<file path="src/rtl/fault_tracker_pkg.sv">
// rtl/fault_tracker_pkg.sv - shared zone/fault state types and parameter defaults for the fault event tracker
package fault_tracker_pkg;

    localparam int DEBOUNCE_CYCLES_DEFAULT = 50000;
    localparam int EU_LAST_NODE_DEFAULT    = 8;
    localparam int CU_LAST_NODE_DEFAULT    = 16;
    localparam int FINAL_NODE_DEFAULT      = 30;
    localparam int NODE_COUNT_W            = 6;

    typedef enum logic [1:0] {
        EU   = 2'd0,
        CU   = 2'd1,
        RU   = 2'd2,
        DONE = 2'd3
    } zone_t;

    typedef enum logic [1:0] {
        SCAN       = 2'd0,
        FAULT_SEEN = 2'd1,
        CARRY      = 2'd2
    } fault_state_t;

endpackage

</file>
<file path="src/rtl/fault_debounce.sv">
// rtl/fault_debounce.sv - 2-FF sensor synchronizer plus confirm pulse; FAULT_DEBOUNCE_EN selects stable-high debounce
module fault_debounce
    import fault_tracker_pkg::*;
#(
    parameter int DEBOUNCE_CYCLES = DEBOUNCE_CYCLES_DEFAULT
) (
    input  logic clk_50M,
    input  logic reset,
    input  logic fault_sensor,
    output logic confirm
);

    logic sync_q1;
    logic sync_q2;

    always_ff @(posedge clk_50M or posedge reset) begin
        if (reset) begin
            sync_q1 <= 1'b0;
            sync_q2 <= 1'b0;
        end else begin
            sync_q1 <= fault_sensor;
            sync_q2 <= sync_q1;
        end
    end

`ifdef FAULT_DEBOUNCE_EN
    localparam int CNT_W = $clog2(DEBOUNCE_CYCLES + 1);
    localparam logic [CNT_W-1:0] CNT_MAX  = CNT_W'(DEBOUNCE_CYCLES);
    localparam logic [CNT_W-1:0] CNT_LAST = CNT_W'(DEBOUNCE_CYCLES - 1);

    logic [CNT_W-1:0] stable_cnt;

    // Counter saturates at CNT_MAX so a sensor held high confirms only once.
    always_ff @(posedge clk_50M or posedge reset) begin
        if (reset) begin
            stable_cnt <= '0;
            confirm    <= 1'b0;
        end else begin
            confirm <= sync_q2 && (stable_cnt == CNT_LAST);
            if (!sync_q2) begin
                stable_cnt <= '0;
            end else if (stable_cnt != CNT_MAX) begin
                stable_cnt <= stable_cnt + CNT_W'(1);
            end
        end
    end
`else
    logic sync_prev;

    always_ff @(posedge clk_50M or posedge reset) begin
        if (reset) begin
            sync_prev <= 1'b0;
            confirm   <= 1'b0;
        end else begin
            sync_prev <= sync_q2;
            confirm   <= sync_q2 && !sync_prev;
        end
    end
`endif

endmodule

</file>
<file path="src/rtl/fault_event_tracker.sv">
// rtl/fault_event_tracker.sv - node counter, zone FSM and fault/pick/drop FSM; FAULT_DEBOUNCE_EN enables debounce
module fault_event_tracker
    import fault_tracker_pkg::*;
#(
    parameter int DEBOUNCE_CYCLES = DEBOUNCE_CYCLES_DEFAULT,
    parameter int EU_LAST_NODE    = EU_LAST_NODE_DEFAULT,
    parameter int CU_LAST_NODE    = CU_LAST_NODE_DEFAULT,
    parameter int FINAL_NODE      = FINAL_NODE_DEFAULT
) (
    input  logic                    clk_50M,
    input  logic                    reset,
    input  logic                    node_flag,
    input  logic                    fault_sensor,
    input  logic                    block_picked,
    input  logic                    block_dropped,
    output logic                    EU_fault_flag,
    output logic                    CU_fault_flag,
    output logic                    RU_fault_flag,
    output logic                    fault_detect,
    output logic                    object_drop,
    output logic                    run_complete,
    output logic [NODE_COUNT_W-1:0] node_count
);

    localparam logic [NODE_COUNT_W-1:0] EU_LAST = NODE_COUNT_W'(EU_LAST_NODE);
    localparam logic [NODE_COUNT_W-1:0] CU_LAST = NODE_COUNT_W'(CU_LAST_NODE);
    localparam logic [NODE_COUNT_W-1:0] FINAL   = NODE_COUNT_W'(FINAL_NODE);

    logic fault_confirm;

    fault_debounce #(
        .DEBOUNCE_CYCLES(DEBOUNCE_CYCLES)
    ) u_debounce (
        .clk_50M     (clk_50M),
        .reset       (reset),
        .fault_sensor(fault_sensor),
        .confirm     (fault_confirm)
    );

    zone_t        zone_q, zone_d;
    fault_state_t fstate_q, fstate_d;
    logic [2:0]   reported_q;
    logic         zone_reported;
    logic         fault_accept;
    logic         drop_accept;
    logic         rc_sent;
    logic         rc_fire;

    always_ff @(posedge clk_50M or posedge reset) begin
        if (reset) begin
            node_count <= '0;
        end else if (node_flag && zone_q != DONE && node_count != FINAL) begin
            node_count <= node_count + NODE_COUNT_W'(1);
        end
    end

    always_ff @(posedge clk_50M or posedge reset) begin
        if (reset) begin
            zone_q <= EU;
        end else begin
            zone_q <= zone_d;
        end
    end

    // Zone trails node_count by one cycle, so a same-cycle node_flag cannot re-attribute a fault.
    always_comb begin
        zone_d = zone_q;
        case (zone_q)
            EU:      if (node_count > EU_LAST) zone_d = CU;
            CU:      if (node_count > CU_LAST) zone_d = RU;
            RU:      if (node_count >= FINAL)  zone_d = DONE;
            DONE:    zone_d = DONE;
            default: zone_d = EU;
        endcase
    end

    always_comb begin
        zone_reported = 1'b1;
        case (zone_q)
            EU:      zone_reported = reported_q[0];
            CU:      zone_reported = reported_q[1];
            RU:      zone_reported = reported_q[2];
            default: zone_reported = 1'b1;
        endcase
    end

    always_ff @(posedge clk_50M or posedge reset) begin
        if (reset) begin
            fstate_q <= SCAN;
        end else begin
            fstate_q <= fstate_d;
        end
    end

    always_comb begin
        fstate_d = fstate_q;
        case (fstate_q)
            SCAN:       if (fault_confirm && !zone_reported) fstate_d = FAULT_SEEN;
            FAULT_SEEN: if (block_picked)                    fstate_d = CARRY;
            CARRY:      if (block_dropped)                   fstate_d = SCAN;
            default:    fstate_d = SCAN;
        endcase
    end

    always_comb begin
        fault_detect = (fstate_q == FAULT_SEEN);
        fault_accept = (fstate_q == SCAN) && fault_confirm && !zone_reported;
        drop_accept  = (fstate_q == CARRY) && block_dropped;
        rc_fire      = (fstate_q == SCAN) && (node_count == FINAL) && !rc_sent;
    end

    always_ff @(posedge clk_50M or posedge reset) begin
        if (reset) begin
            EU_fault_flag <= 1'b0;
            CU_fault_flag <= 1'b0;
            RU_fault_flag <= 1'b0;
            object_drop   <= 1'b0;
            run_complete  <= 1'b0;
            reported_q    <= 3'b000;
            rc_sent       <= 1'b0;
        end else begin
            EU_fault_flag <= fault_accept && (zone_q == EU);
            CU_fault_flag <= fault_accept && (zone_q == CU);
            RU_fault_flag <= fault_accept && (zone_q == RU);
            object_drop   <= drop_accept;
            run_complete  <= rc_fire;
            reported_q    <= reported_q | {fault_accept && (zone_q == RU),
                                           fault_accept && (zone_q == CU),
                                           fault_accept && (zone_q == EU)};
            if (rc_fire) begin
                rc_sent <= 1'b1;
            end
        end
    end

endmodule
</file>
<file path="config.mk">
export PLATFORM = sky130hd
export DESIGN_NAME = fault_event_tracker
export DESIGN_NICKNAME = d
export VERILOG_FILES = /design/src/rtl/fault_tracker_pkg.sv /design/src/rtl/fault_debounce.sv /design/src/rtl/fault_event_tracker.sv
export SDC_FILE = /design/constraint.sdc
export NUM_CORES = 1
export LEC_CHECK = 0
export BUFFER_PORTS_ARGS = -buffer_cell sky130_fd_sc_hd__buf_2
export CORE_MARGIN = 2
export CORE_UTILIZATION = 50
export DETAILED_ROUTE_END_ITERATION = 16
export PLACE_DENSITY = 0.73
export REMOVE_ABC_BUFFERS = 1
export SLEW_MARGIN = 20
export SYNTH_ARGS = -nofsm -noshare
export SYNTH_HDL_FRONTEND = slang
export SYNTH_HIERARCHICAL = 1
export SYNTH_SLANG_ARGS = --single-unit
</file>
<file path="constraint.sdc">
create_clock -name clk_50M -period 2.15 [get_ports clk_50M]
set_input_delay 0.43 -clock clk_50M [delete_from_list [all_inputs] [get_ports clk_50M]]
set_output_delay 0.43 -clock clk_50M [all_outputs]
set_load 0.005 [all_outputs]
</file>
# [After elaboration in Yosys (flattened, before gate mapping)]
# Index checks and enable logic that the tools add are counted.
[word_totals] regBits=23 in_bits=6
[classes] n_mux=9 n_eq_ne=14 n_addsub=1 n_lt_le_gt_ge=3 n_reduce_logical=19 n_bitwise=1
[ops] cell="2-bit != test, second input constant" n=7
[ops] cell="1-bit logical AND" n=12
[ops] cell="2-bit 2-to-1 mux" n=6
[ops] cell="2-bit case mux with 4 select lines" n=1
[ops] cell="6-bit by 1-bit adder with 6-bit output, second input constant" n=1
[ops] cell="2-bit equality test, second input constant" n=3
[ops] cell="6-bit by 5-bit equality test with 1-bit output, second input constant" n=1
[ops] cell="6-bit by 5-bit greater-or-equal comparator with 1-bit output, second input constant" n=1
[ops] cell="6-bit by 4-bit > comparator with 1-bit output, second input constant" n=1
[ops] cell="6-bit by 5-bit > comparator with 1-bit output, second input constant" n=1
[ops] cell="6-bit by 5-bit != test with 1-bit output, second input constant" n=1
[ops] cell="2-bit case mux with 3 select lines" n=1
[ops] cell="3-bit AND reduction" n=2
[ops] cell="2-bit by 1-bit equality test with 1-bit output, second input constant" n=2
[ops] cell="2-bit zero test" n=2
[ops] cell="1-bit zero test" n=3
[ops] cell="3-bit OR" n=1
[ops] cell="1-bit case mux with 3 select lines" n=1

# [Depth between registers and ports, before layout]
# Gate-level depths: netlist of the first run.
[depth] depth_word=6 mapped_depth=6

# [Modules after synthesis]
# Netlist of the first run, hierarchy kept.
[by_module_without_submodules] mod="fault_event_tracker" instances=1 area_each_um2=837.1 seq_area_each_um2=475.5 cells_per_inst=76
[by_module_without_submodules] mod="fault_debounce" instances=1 area_each_um2=117.6 seq_area_each_um2=100.1 cells_per_inst=6

# [Worst setup path before layout of the first run]
# OpenSTA, ideal clock, no wires.
[synth_path] path_kind="reg2reg" start="register node_count[0]" end="register zone_q[0]" synth_period_minus_slack_ps=1411 stages_incl_launch_ff=7 arrival_ps=1278 path_slack_ps=739 n_path_buf=0 cell_sequence="dfrtp_1 inv_1 ha_1 nor2b_1 o21ai_0 a2111oi_0 nor2_1"
[synth_between] elab_chain_cells=3 elab_cells_between_ends=7 classes_between="3 x order compare; 3 x eq/ne; 1 x reduce/logical"
[synth_lines] element="from (decl)" line_no="fault_event_tracker.sv:22" text="output logic [NODE_COUNT_W-1:0] node_count"
[synth_lines] element="from (signal assigned)" line_no="fault_event_tracker.sv:53" text="node_count <= node_count + NODE_COUNT_W'(1);"
[synth_lines] element="6-bit by 5-bit greater-or-equal comparator with 1-bit output (tied with other cells)" line_no="fault_event_tracker.sv:71" text="RU: if (node_count >= FINAL) zone_d = DONE;"
[synth_lines] element="2-bit != test (no source line)"
[synth_lines] element="3-bit AND reduction (no source line) *"
[synth_lines] element="to (signal assigned)" line_no="fault_event_tracker.sv:61" text="zone_q <= zone_d;"
[synth_lines] element="to (decl)" line_no="fault_event_tracker.sv:40" text="zone_t zone_q, zone_d;"
# Mark *: on every way between the ends. The rest lies on a longest branch, timed or not.
# A chain may end at the register's enable or synchronous reset.

# [Worst setup path after layout of the first run]
# Same ends and word-level chain as after synthesis.

==> impl_summary.md, run 1 <==
Placed design
The cell count after placement is 122. The post-detailed-placement half-perimeter wirelength is 1.17 mm. At the end of routability-driven placement, the weighted congestion stood at 0.859. Buffers placed on the I/O ports in this run total 17.

Clock tree
CTS saw 23 sinks. At the later pin of the worst-skew pair, clock insertion delay measures 310 ps. The maximum buffer depth of the clock tree is 2.

The CTS tree is yes. Once the clock tree was built, the setup fixing pass inserted 0 buffers. The clock transition at the registers of the reported paths is 130 ps.

The CTS H-tree depth is 1. The library cell used as clock root buffer is clkbuf_4. The total clock buffers created by CTS is 3.

Worst setup path
For this run, the slowest stage of the critical path takes 480 ps. Along the worst path, the maximum fanout reaches 8. Broken down by cell family, the worst path's largest delay share belongs to compound AO/OA/AOI/OAI gates.

Traced cell by cell, the critical path runs through inv_1 -> ha_1 -> nor2b_1 -> o21ai_0 -> a2111oi_0 -> nor2_1. At the worst endpoint, the required time is 2330 ps. The critical path is of the reg2reg type. Together, buffers and inverters on the worst path number 1. The arrival time at the worst endpoint is 1830 ps. The number of logic stages on the critical path including buffering is 6. On the critical path, the stage with the largest delay is an instance of dfrtp_1. The length in cells of the worst reg-to-reg path is 6. The kind of end point of the critical path is a flip-flop. The type of origin of the critical path is a flip-flop. Setup slack on the worst reg-to-reg path comes out at 500 ps.

Floorplanning
Row generation in the floorplan step produced 15 rows. The floorplan step set the die height to 47.7 um. In this run the standard cell core region covers 1760 um^2. For this configuration, the core starts out at a cell density of 0.541.

The area enclosed by the die boundary is 2270 um^2. The die is 47.7 um wide. In this run the count of I/O pins placed on the die edge is 18.

Timing
The count of final hold-check violations is 0. The worst hold margin is 213 ps. For the final routed database, the setup TNS stands at 0 ps. Setup violations remaining at the end of the flow were counted as 0. The worst slew margin relative to its limit is 0.533. At the pin with the least slew margin, the transition time is 700 ps. Clock skew on the completed layout was measured at 12.7 ps. Counting I/O delays and the setup requirement, the final critical path takes 1650 ps. The maximum clock frequency is 606 MHz. The number of slew-limit violations in the final report is 0. Setup repair after global routing left no endpoint under its margin. In the finished design, the share of the clock period the worst path needs comes to 0.768.

Pwr
VDD sags by at most 0.785 mV. The internal power of the cells totals 0.740 mW. The share of total power dissipated in combinational logic is 0.226. Of the total power, the clock network draws 0.174. Summed over all nets, the switching power comes to 0.379 mW. The total power per unit cell area is 1020 nW/um^2.

The sequential share of power is 0.600. For this design the static power due to leakage is 0.521 nW. The switching portion of total power is 0.339.

Worst hold path
Along the worst hold path, the cell count comes to 1. The type of the tightest min-delay check is in2reg.

Routing
After detailed routing, the number of vias per cell comes to 4.92. For this block, the via count after detailed routing is 625. The count of unresolved DRC violations after routing is 0.

The number of DRC violations after detailed-routing iteration 0 is 4. The detailed-route wire length is 1.59 mm. The count of nets left with antenna violations after detail routing is 0. The first-pass iteration count of the detailed router is 4.

The average routed wire per standard cell is 12.5 um.

Job
Across the run, the number of max-cap violations was 0.

Synth
Yosys printed 6 warnings. For this run, the leading register cell type out of synthesis is dfrtp_1. The number of instances in the synthesized netlist is 82.

The library cell with the highest instance count after synthesis is dfrtp_1. The synthesized design contains 0 enable-type register cells. After synthesis, the mean cell area works out to 11.6 um^2.

The cell type with the largest total area after synthesis is dfrtp_1. The sequential area share after synthesis is 0.603. After synthesis, the netlist uses 29 different library cells. The area of the mapped netlist is 955 um^2.

By area the synthesized netlist is led by dfrtp_1 (60%), xnor2_1 (3.7%), nor2_1 (3.1%). The async set-or-reset flop fraction in the synthesized netlist is 1.00. The area share of the largest cell type after synthesis is 0.603. Synthesis inferred 23 register bits. After synthesis, the most frequently instantiated cells are dfrtp_1 (23), nor2_1 (8), inv_1 (7).

Global routing
Across every metal layer, demand over resource in global routing totals 0.170. Entering global routing, the biggest net connects 20 pins. The via count of the first global-routing pass came to 599. The number of antenna violations at the first check in global routing is 0.

Summed over all layers, the global routing overflow is 0. The first global-routing pass estimated 2.64 mm of wire.

Finish
The count of antenna diodes in the layout is 0. The total of fill cells in the finished design is 158. Compared with the post-synthesis result, the final layout area differs by 15.1%. The net count reported at finish is 111. Excluding fillers, the count of instances in the completed layout stands at 127. The proportion of layout cells with a drive suffix above 1 is 0.255.

Run status
The flow ran to the end, and the final reports show no timing, DRC or antenna violations.
-- path summary, 6_finish.rpt --
| kind | startpoint | end |
|---|---|---|
| hold / removal | fault_sensor | u_debounce/sync_q1 |
| setup / recovery | node_count[0] | zone_q[0] |
| hold reg to reg | u_debounce/sync_q1 | u_debounce/sync_q2 |
| max in group asynchronous | reset | reported_q[2] |
| min in group asynchronous | reset | u_debounce/sync_q1 |
| setup reg to reg | node_count[0] | zone_q[0] |
-- cell families after synthesis --
family / after synthesis / synth area share
AOI/OAI and AO/OA: 12 / 0.0970
buffers and inverters: 9 / 0.0380
and+or+nand+nor: 31 / 0.190
adders and majority gates: 2 / 0.0262
xor gates and xnor gates: 5 / 0.0459
DFF: 23 / 0.603
-- placed cells by master (no fill, tap or decap) --
cell type / n
a2111oi_0: 1
a211oi_1: 1
a21boi_2: 1
a21oi_1: 1
and2b_2: 1
buf_2: 17
clkbuf_4: 3
clkinv_2: 1
dfrtp_1: 23
dlygate4sd3_1: 1
ha_1: 2
inv_1: 7
nand2_1: 4
nand2b_1: 3
nand3_1: 1
nand4_1: 3
nor2_1: 8
nor2b_1: 3
nor2b_4: 1
nor4_1: 2
o21ai_0: 3
o2bb2ai_1: 2
o31a_1: 1
o31ai_1: 1
o41a_1: 1
or2_2: 1
or2b_1: 1
or3_1: 1
or3b_1: 1
or3b_4: 1
xnor2_1: 4
xor2_1: 1
-- state kept, by name, summed over array words and instances (netlist names) --
register / flops
CU_fault_flag: 1
EU_fault_flag: 1
RU_fault_flag: 1
fstate_q: 2
node_count: 6
object_drop: 1
rc_sent: 1
reported_q: 3
run_complete: 1
u_debounce/confirm: 1
u_debounce/sync_prev: 1
u_debounce/sync_q1: 1
u_debounce/sync_q2: 1
zone_q: 2
-- metal layers --
| layer | global-route usage | share of wire | vias up |
|---|---|---|---|
| li1 | - | - | 317 |
| met1 | 0.231 | 0.48 | 296 |
| met2 | 0.269 | 0.48 | 8 |
| met3 | 0.0340 | 0.021 | 4 |
| met4 | 0.0649 | 0.010 | 0 |
| met5 | 0 | 0 | - |
-- timing repair --
item                      CTS  global route
hold endpoints to repair    4             0
gates resized for setup     0             0
hold buffers                1             0
-- through the flow --
| step | area (um^2) | total power [mW] | setup slack [ps] | util |
|---|---|---|---|---|
| 6_report | 1100 | 1.12 | 499 | 0.623 |
| 5_1_grt | 1100 | 1.20 | 350 | 0.623 |
| 4_1_cts | 1100 | 1.13 | 501 | 0.623 |
| 3_5_place_dp | 1060 | 0.933 | 520 | 0.601 |
| 3_3_place_gp | 1060 | 0.915 | 685 | 0.601 |
| 2_1_floorplan | 945 | 0.810 | 735 | - |
-- power by group through the flow --
stage	registers [mW]	clock network (mW)	logic (mW)
floorplan	0.651	0	0.159
global placement	0.669	0	0.246
detailed placement	0.676	0	0.257
CTS	0.667	0.203	0.260
global route	0.695	0.218	0.288
finish	0.670	0.195	0.253
-- layout make-up --
class / count / area (um^2) / share of cell area
repair buffers: 18 / 95.1 / 0.0866
clock inverters: 1 / 5.00 / 0.00456
clock buffers: 3 / 22.5 / 0.0205
multi-input cells: 50 / 343 / 0.312
well taps: 25 / 31.3 / 0.0285
flip-flops and latches: 23 / 576 / 0.524
inverters: 7 / 26.3 / 0.0239
No activity file was read; power rests on OpenSTA's default activity.
==> inputs of run 2 (changes only) <==
==> constraint.sdc (replaced) <==
create_clock -name clk_50M -period 1.62 [get_ports clk_50M]
set_input_delay 0.324 -clock clk_50M [delete_from_list [all_inputs] [get_ports clk_50M]]
set_output_delay 0.324 -clock clk_50M [all_outputs]
set_load 0.005 [all_outputs]
==> impl_summary.md, run 2 (synthesis gave the netlist of run 1 again) <==
Clock tree
The maximum buffer depth of the clock tree is 2. In this run the post-CTS setup repair buffer count came out at 0. Clock tree synthesis inserted a total of 3 buffers. The clock latency of the later-clocked register in the worst-skew pair is 300 ps. The clock transition at the registers of the reported paths is 110 ps.

The library cell used as clock root buffer is clkbuf_4. TritonCTS built the clock tree. In this run the number of H-tree levels came out at 1. The count of clock tree sinks is 23.

Routing
After detailed routing, the number of vias per cell comes to 4.96. For this run, the detailed router's first-pass iteration total came to 5. The final layout contains routed wiring with a total length of 1.56 mm. The count of nets left with antenna violations after detail routing is 0. Dividing the detail-routed wire length by the instance count gives 12.0 um. The count of unresolved DRC violations after routing is 0. For this block, the initial DRC count from the detailed router was 9.

The total via count in the routed design is 645.

Timing
The slew at the pin with the worst max-slew slack is 385 ps. For the final routed database, the setup TNS stands at 0 ps. The worst slew margin relative to its limit is 0.743. The number of slew-limit violations in the final report was 0.

Setup repair after global routing left no endpoint under its margin. Counting I/O delays and the setup requirement, the final critical path takes 1460 ps. Setup violations remaining at the end of the flow were counted as 0. The clock tree skew after final layout is 1.35 ps. The final cycle utilization of the critical path is 0.899.

The worst hold margin is 122 ps. The maximum clock frequency is 686 MHz. The count of final hold-check violations is 0.

Finish
The largest registers in the layout are node_count x6, reported_q x3. More flip-flops sit in one register than any other, and that register is node_count. In the layout the commonest cells are dfrtp_1 (23), buf_2 (17), nor2_1 (8). The net count reported at finish is 114. Fill cells in the final layout number 163. The leading cell type in the layout, fill and taps excluded is dfrtp_1. Leaving out filler cells and counting taps, the final layout contains 130. In the final layout, the share of cells above drive strength 1 is 0.267. Compared with the post-synthesis result, the final layout area differs by 17.4%.

Once layout is done, the placed cells without fillers occupy 1120 um^2. The flip-flop count of the largest register after layout is 6. The utilization of the core after routing is 0.635. The count of antenna diodes in the layout is 0.

Worst setup path
The peak per-stage delay on the critical path is 450 ps. The start of the worst register-to-register path is node_count[0]. Setup slack on the worst reg-to-reg path comes out at 160 ps. The critical path in this run is classified as reg2reg. The required time of the critical path is 1810 ps.

The worst setup path is launched from a flip-flop. The arrival time at the worst endpoint is 1640 ps. Traced cell by cell, the critical path runs through inv_1 -> ha_1 -> nor2b_1 -> o21ai_0 -> a2111oi_1 -> nor2_1. The maximum fanout along the worst path is 2. STA classifies the critical path endpoint as a flip-flop. The capturing point of the worst reg2reg path is zone_q[0]. For this design, the slowest cell found on the critical path is a2111oi_1. The length in cells of the worst reg-to-reg path is 6.

Placed design
The post-place instance area is 1080 um^2. The post-detailed-placement half-perimeter wirelength is 1.17 mm. During placement, the flow inserted port buffers numbering 17. Counting tap cells, the placed design contains a total of 125 instances.

The global placer's final weighted congestion is 0.760.

Job
The max capacitance violation total is 0.

Pwr
The analysis attributes to cell leakage a power of 0.533 nW. The largest voltage drop on the vdd net is 0.866 mV. The sequential share of power is 0.565.

Cell internal power was estimated by the tool at 1.02 mW. The part of the power in the clock network is 0.163. The part of the total power dissipated in combinational logic is 0.272. The total power per unit cell area is 1350 nW/um^2. The switching portion of total power is 0.325. The reported net switching power is 0.490 mW.

Floorplanning
The region available for standard cell placement spans 1760 um^2. The die covers 2270 um^2. The starting density of the core is 0.541. The number of core rows is 15.

The die is 47.7 um wide. The number of I/O pins is 18. The floorplan die height is 47.7 um.

Global routing
The first global-routing pass estimated 2.68 mm of wire. For this run the aggregate overflow at the end of global routing stands at 0. The number of antenna violations at the first check in global routing is 0.

The via count of the first global-routing pass is 605. Entering global routing, the biggest net connects 20 pins. The aggregate global-route resource usage is 0.176.

Worst hold path
Along the worst hold path, the cell count comes to 1. The sink of the worst hold path is u_debounce/sync_q1. The type of the tightest min-delay check is in2reg. The startpoint of the lowest-slack hold path is fault_sensor.

Run status
The flow ran to the end, and the final reports show no timing, DRC or antenna violations.
[run 2: cell types whose count changed in the layout (fill, tap and decap cells not counted), sizes merged]
cell,change
clkbuf,+1
buf,+3
clkinv,-1
[run 2: worst max-delay path by stage]
| stage | from | to |
|---|---|---|
| after global placement | fstate_q[1] | RU_fault_flag |
| final | node_count[0] | zone_q[0] |
| after floorplan | node_count[0] | zone_q[0] |
| after CTS | node_count[0] | zone_q[0] |
| after global routing | node_count[0] | zone_q[0] |
| after detailed placement | node_count[0] | zone_q[0] |
[run 2: what timing repair did]
action                                 CTS  global route
endpoints found under the hold margin    4             0
resized for setup                        0             1
setup endpoints to repair                0             1
hold buffers                             1             0
[run 2: power by group through the flow]
stage	sequential (mW)	combinational, mW	clock [mW]
global route	0.885	0.473	0.289
detailed placement	0.863	0.413	0
global placement	0.854	0.397	0
floorplan	0.864	0.211	0
CTS	0.854	0.416	0.259
finish	0.853	0.410	0.246
[run 2: critical path, delay by kind of cell (launching register included)]
kind            cells  cell delay, ps
flops               1             390
simple gates        2             200
fa+ha+maj           1             140
compound gates      2             530
buf+inv             1              90
[run 2: cell type report]
class                      count  area (um^2)  area share
clock buffer                   4         26.3      0.0234
inverter                       7         26.3      0.0234
sequential                    23          576       0.513
timing repair buffer          21          118       0.105
multi-input combinational     50          344       0.307
tap                           25         31.3      0.0279
[run 2: per-layer routing]
layer | GRT usage | wire, um
met3 | 0.0679 | 60
met4 | 0.0486 | 13
met2 | 0.267 | 759
met1 | 0.237 | 721
met5 | 0 | 0
[run 2: per-stage QoR]
stage / setup WS [ps] / total power [mW]
3_5_place_dp: 141 / 1.28
3_3_place_gp: 269 / 1.25
4_1_cts: 115 / 1.53
2_1_floorplan: 205 / 1.08
5_1_grt: 26.8 / 1.65
6_report: 163 / 1.51
==> inputs of run 3 (changes only) <==
==> constraint.sdc (replaced) <==
create_clock -name clk_50M -period 1.4 [get_ports clk_50M]
set_input_delay 0.14 -clock clk_50M [delete_from_list [all_inputs] [get_ports clk_50M]]
set_output_delay 0.14 -clock clk_50M [all_outputs]
set_load 0.005 [all_outputs]
==> impl_summary.md, run 3 (synthesis gave the netlist of run 1 again) <==
Placed design
In this run the tool buffered the top-level ports with 17 buffer cells. Detailed placement finished with a half-perimeter wire length of 1.16 mm. Routability-driven placement finished with a final weighted congestion of 0.754.

Routing
The detailed router finished its first iteration with 7 violations. The average routed wire per standard cell is 12.7 um. The count of nets left with antenna violations after detail routing is 0. The detailed-route wire length is 1.73 mm. The ratio of routed vias to standard cells is 4.94. In the routed design, unresolved DRC markers number 0. The first-pass iteration count of the detailed router is 4. Summing over every cut layer, the via total after detailed routing is 672.

Finish
The library cells used most frequently in the layout, excluding fill and tap cells, are dfrtp_1 (20), buf_2 (17), nor2_1 (7). The count of antenna diodes in the layout is 0. The largest register by flop count is node_count. In the final design database the tool counted 120 nets. Of the cells placed in the final design, the portion with a size suffix greater than 1 is 0.405. The area growth from synthesis to layout is 27.3%. In the final layout, the registers with the most flip-flops are node_count x6, reported_q x3. The leading cell type in the layout, fill and taps excluded is dfrtp_1. The flip-flop count of the largest register after layout is 6. The layout has 143 filler cells.

Pwr
The internal power of the cells totals 1.22 mW. The reported net switching power is 0.636 mW. The completed layout was analyzed and its total power is 1.85 mW. The share of total power dissipated in sequential elements is 0.539. VDD sags by at most 1.28 mV. Of the total power, the share spent switching nets is 0.343. The part of the power in the clock network is 0.165. The leakage power figure is 0.569 nW. The part of the total power dissipated in combinational logic is 0.296. For this design the ratio of total power to cell area is 1530 nW/um^2.

Worst hold path
The type of the tightest min-delay check is in2reg.

Worst setup path
Of all nets on the critical path, the largest fanout is 8. The kind of end point of the critical path is a flip-flop. Walking the worst path, the cells encountered are o41a_1 -> o21ai_0 -> nor2_1 -> nor2_1. The type of origin of the critical path is a flip-flop.

The required time of the critical path is 1660 ps. By instance count, the cell type seen most on the critical path is nor2_1. The type of the worst setup path is reg2reg. The critical path's slowest cell is dfrtp_2. At the worst endpoint, the arrival time is 1640 ps. The peak per-stage delay on the critical path is 490 ps.

Global routing
The largest net degree at the start of global routing is 20. The global route total overflow is 0. The via count of the first global-routing pass is 633. The first global-routing pass estimated 2.88 mm of wire. The aggregate global-route resource usage is 0.186. The number of antenna violations at the first check in global routing is 0.

Timing
Final hold analysis gives a worst-case slack of 58.2 ps. The maximum clock frequency is 722 MHz. Setup repair after global routing could not meet its margin everywhere.

The final cycle utilization of the critical path is 0.989. The minimum clock period after layout is 1380 ps. The worst slew margin relative to its limit is 0.817. The final setup violation count is 0. The count of final hold-check violations is 0. Between clock sinks in the finished design, the worst skew comes to 6.04 ps. At the pin with the least slew margin, the transition time is 272 ps.

The number of slew-limit violations in the final report is 0.

Clock tree
The clock transition at the registers of the reported paths is 130 ps. The count of clock tree sinks is 23. TritonCTS built the clock tree. The CTS H-tree depth is 1. After clock tree synthesis, the setup repair step added 0 buffers. In this run the clock root is driven by a clkbuf_4. The total clock buffers created by CTS is 3.

Counting along the longest clock path gives a buffer depth of 2. The clock latency of the later-clocked register in the worst-skew pair is 310 ps.

Job
The tool flagged a number of max-cap violations equal to 0.

Run status
The flow ran to the end, and the final reports show no timing, DRC or antenna violations.

Floorplanning
The width of the chip is 47.7 um. The floorplan die height is 47.7 um. For this configuration, the core starts out at a cell density of 0.541. The die covers 2270 um^2. The floorplan has 15 rows.

The number of I/O pins is 18. The core region is 1760 um^2.
## run 3: cell count changes in the layout (fill, tap and decap cells not counted), sizes merged
cell and change:
clkbuf -1, buf +4, clkinv +1, dlygate4sd3 +2
## run 3: area by class of cell
cell class                 count  area, um^2  share of cell area
sequential                    23         579               0.477
multi-input combinational     50         379               0.312
timing repair buffer          27         171               0.141
tap                           25        31.3              0.0257
inverter                       7        26.3              0.0216
clock buffer                   3        22.5              0.0185
clock inverter                 1        5.00             0.00412
## run 3: path summary, 6_finish.rpt
kind / from / end / slack (ps) / cells past startpoint
worst max-delay path: node_count[2] / zone_q[0] / 20 / 4
worst min-delay path: block_picked / fstate_q[1] / 60 / 2
worst max register to register: node_count[2] / zone_q[0] / 20 / 4
worst min register to register: u_debounce/sync_q1 / u_debounce/sync_q2 / 370 / 0
max in group asynchronous: reset / node_count[3] / 790 / 4
min in group asynchronous: reset / u_debounce/confirm / 250 / 3
## run 3: metrics by stage
| step | instance area [um^2] | setup TNS, ps | std cells | setup WS, ps | util |
|---|---|---|---|---|---|
| 2_1_floorplan | 945 | -15.3 | 80 | -15.3 | - |
| 3_3_place_gp | 1110 | 0 | 129 | 52.7 | 0.631 |
| 3_5_place_dp | 1110 | 0 | 129 | 14.1 | 0.631 |
| 4_1_cts | 1170 | 0 | 136 | 5.69 | 0.664 |
| 5_1_grt | 1210 | -90.1 | 136 | -64.2 | 0.689 |
| 6_report | 1210 | 0 | 136 | 15.3 | 0.689 |
## run 3: per-layer routing
metal,part of all wire,track usage
met5,0,0
met4,0.023,0.114
met3,0.028,0.0340
met2,0.48,0.267
met1,0.47,0.260
## run 3: timing repair
item,in CTS,in global routing
endpoints found under the hold margin,25,0
pin swaps,1,3
resized for setup,0,15
endpoints found under the setup margin,1,10
hold buffers,3,0
## run 3: power by group through the flow
stage               combinational (mW)  clock, mW  sequential [mW]
floorplan                        0.244          0             1.00
global placement                 0.488          0            0.977
detailed placement               0.512          0            0.984
CTS                              0.521      0.315            0.971
global route                     0.614      0.344             1.02
finish                           0.549      0.305             1.00
## run 3: worst max-delay path: cells and delay by family (launching register included)
family | cells | cell delay (ps)
AO/OA/AOI/OAI | 2 | 650
flip-flops | 1 | 490
AND/OR/NAND/NOR | 2 | 190
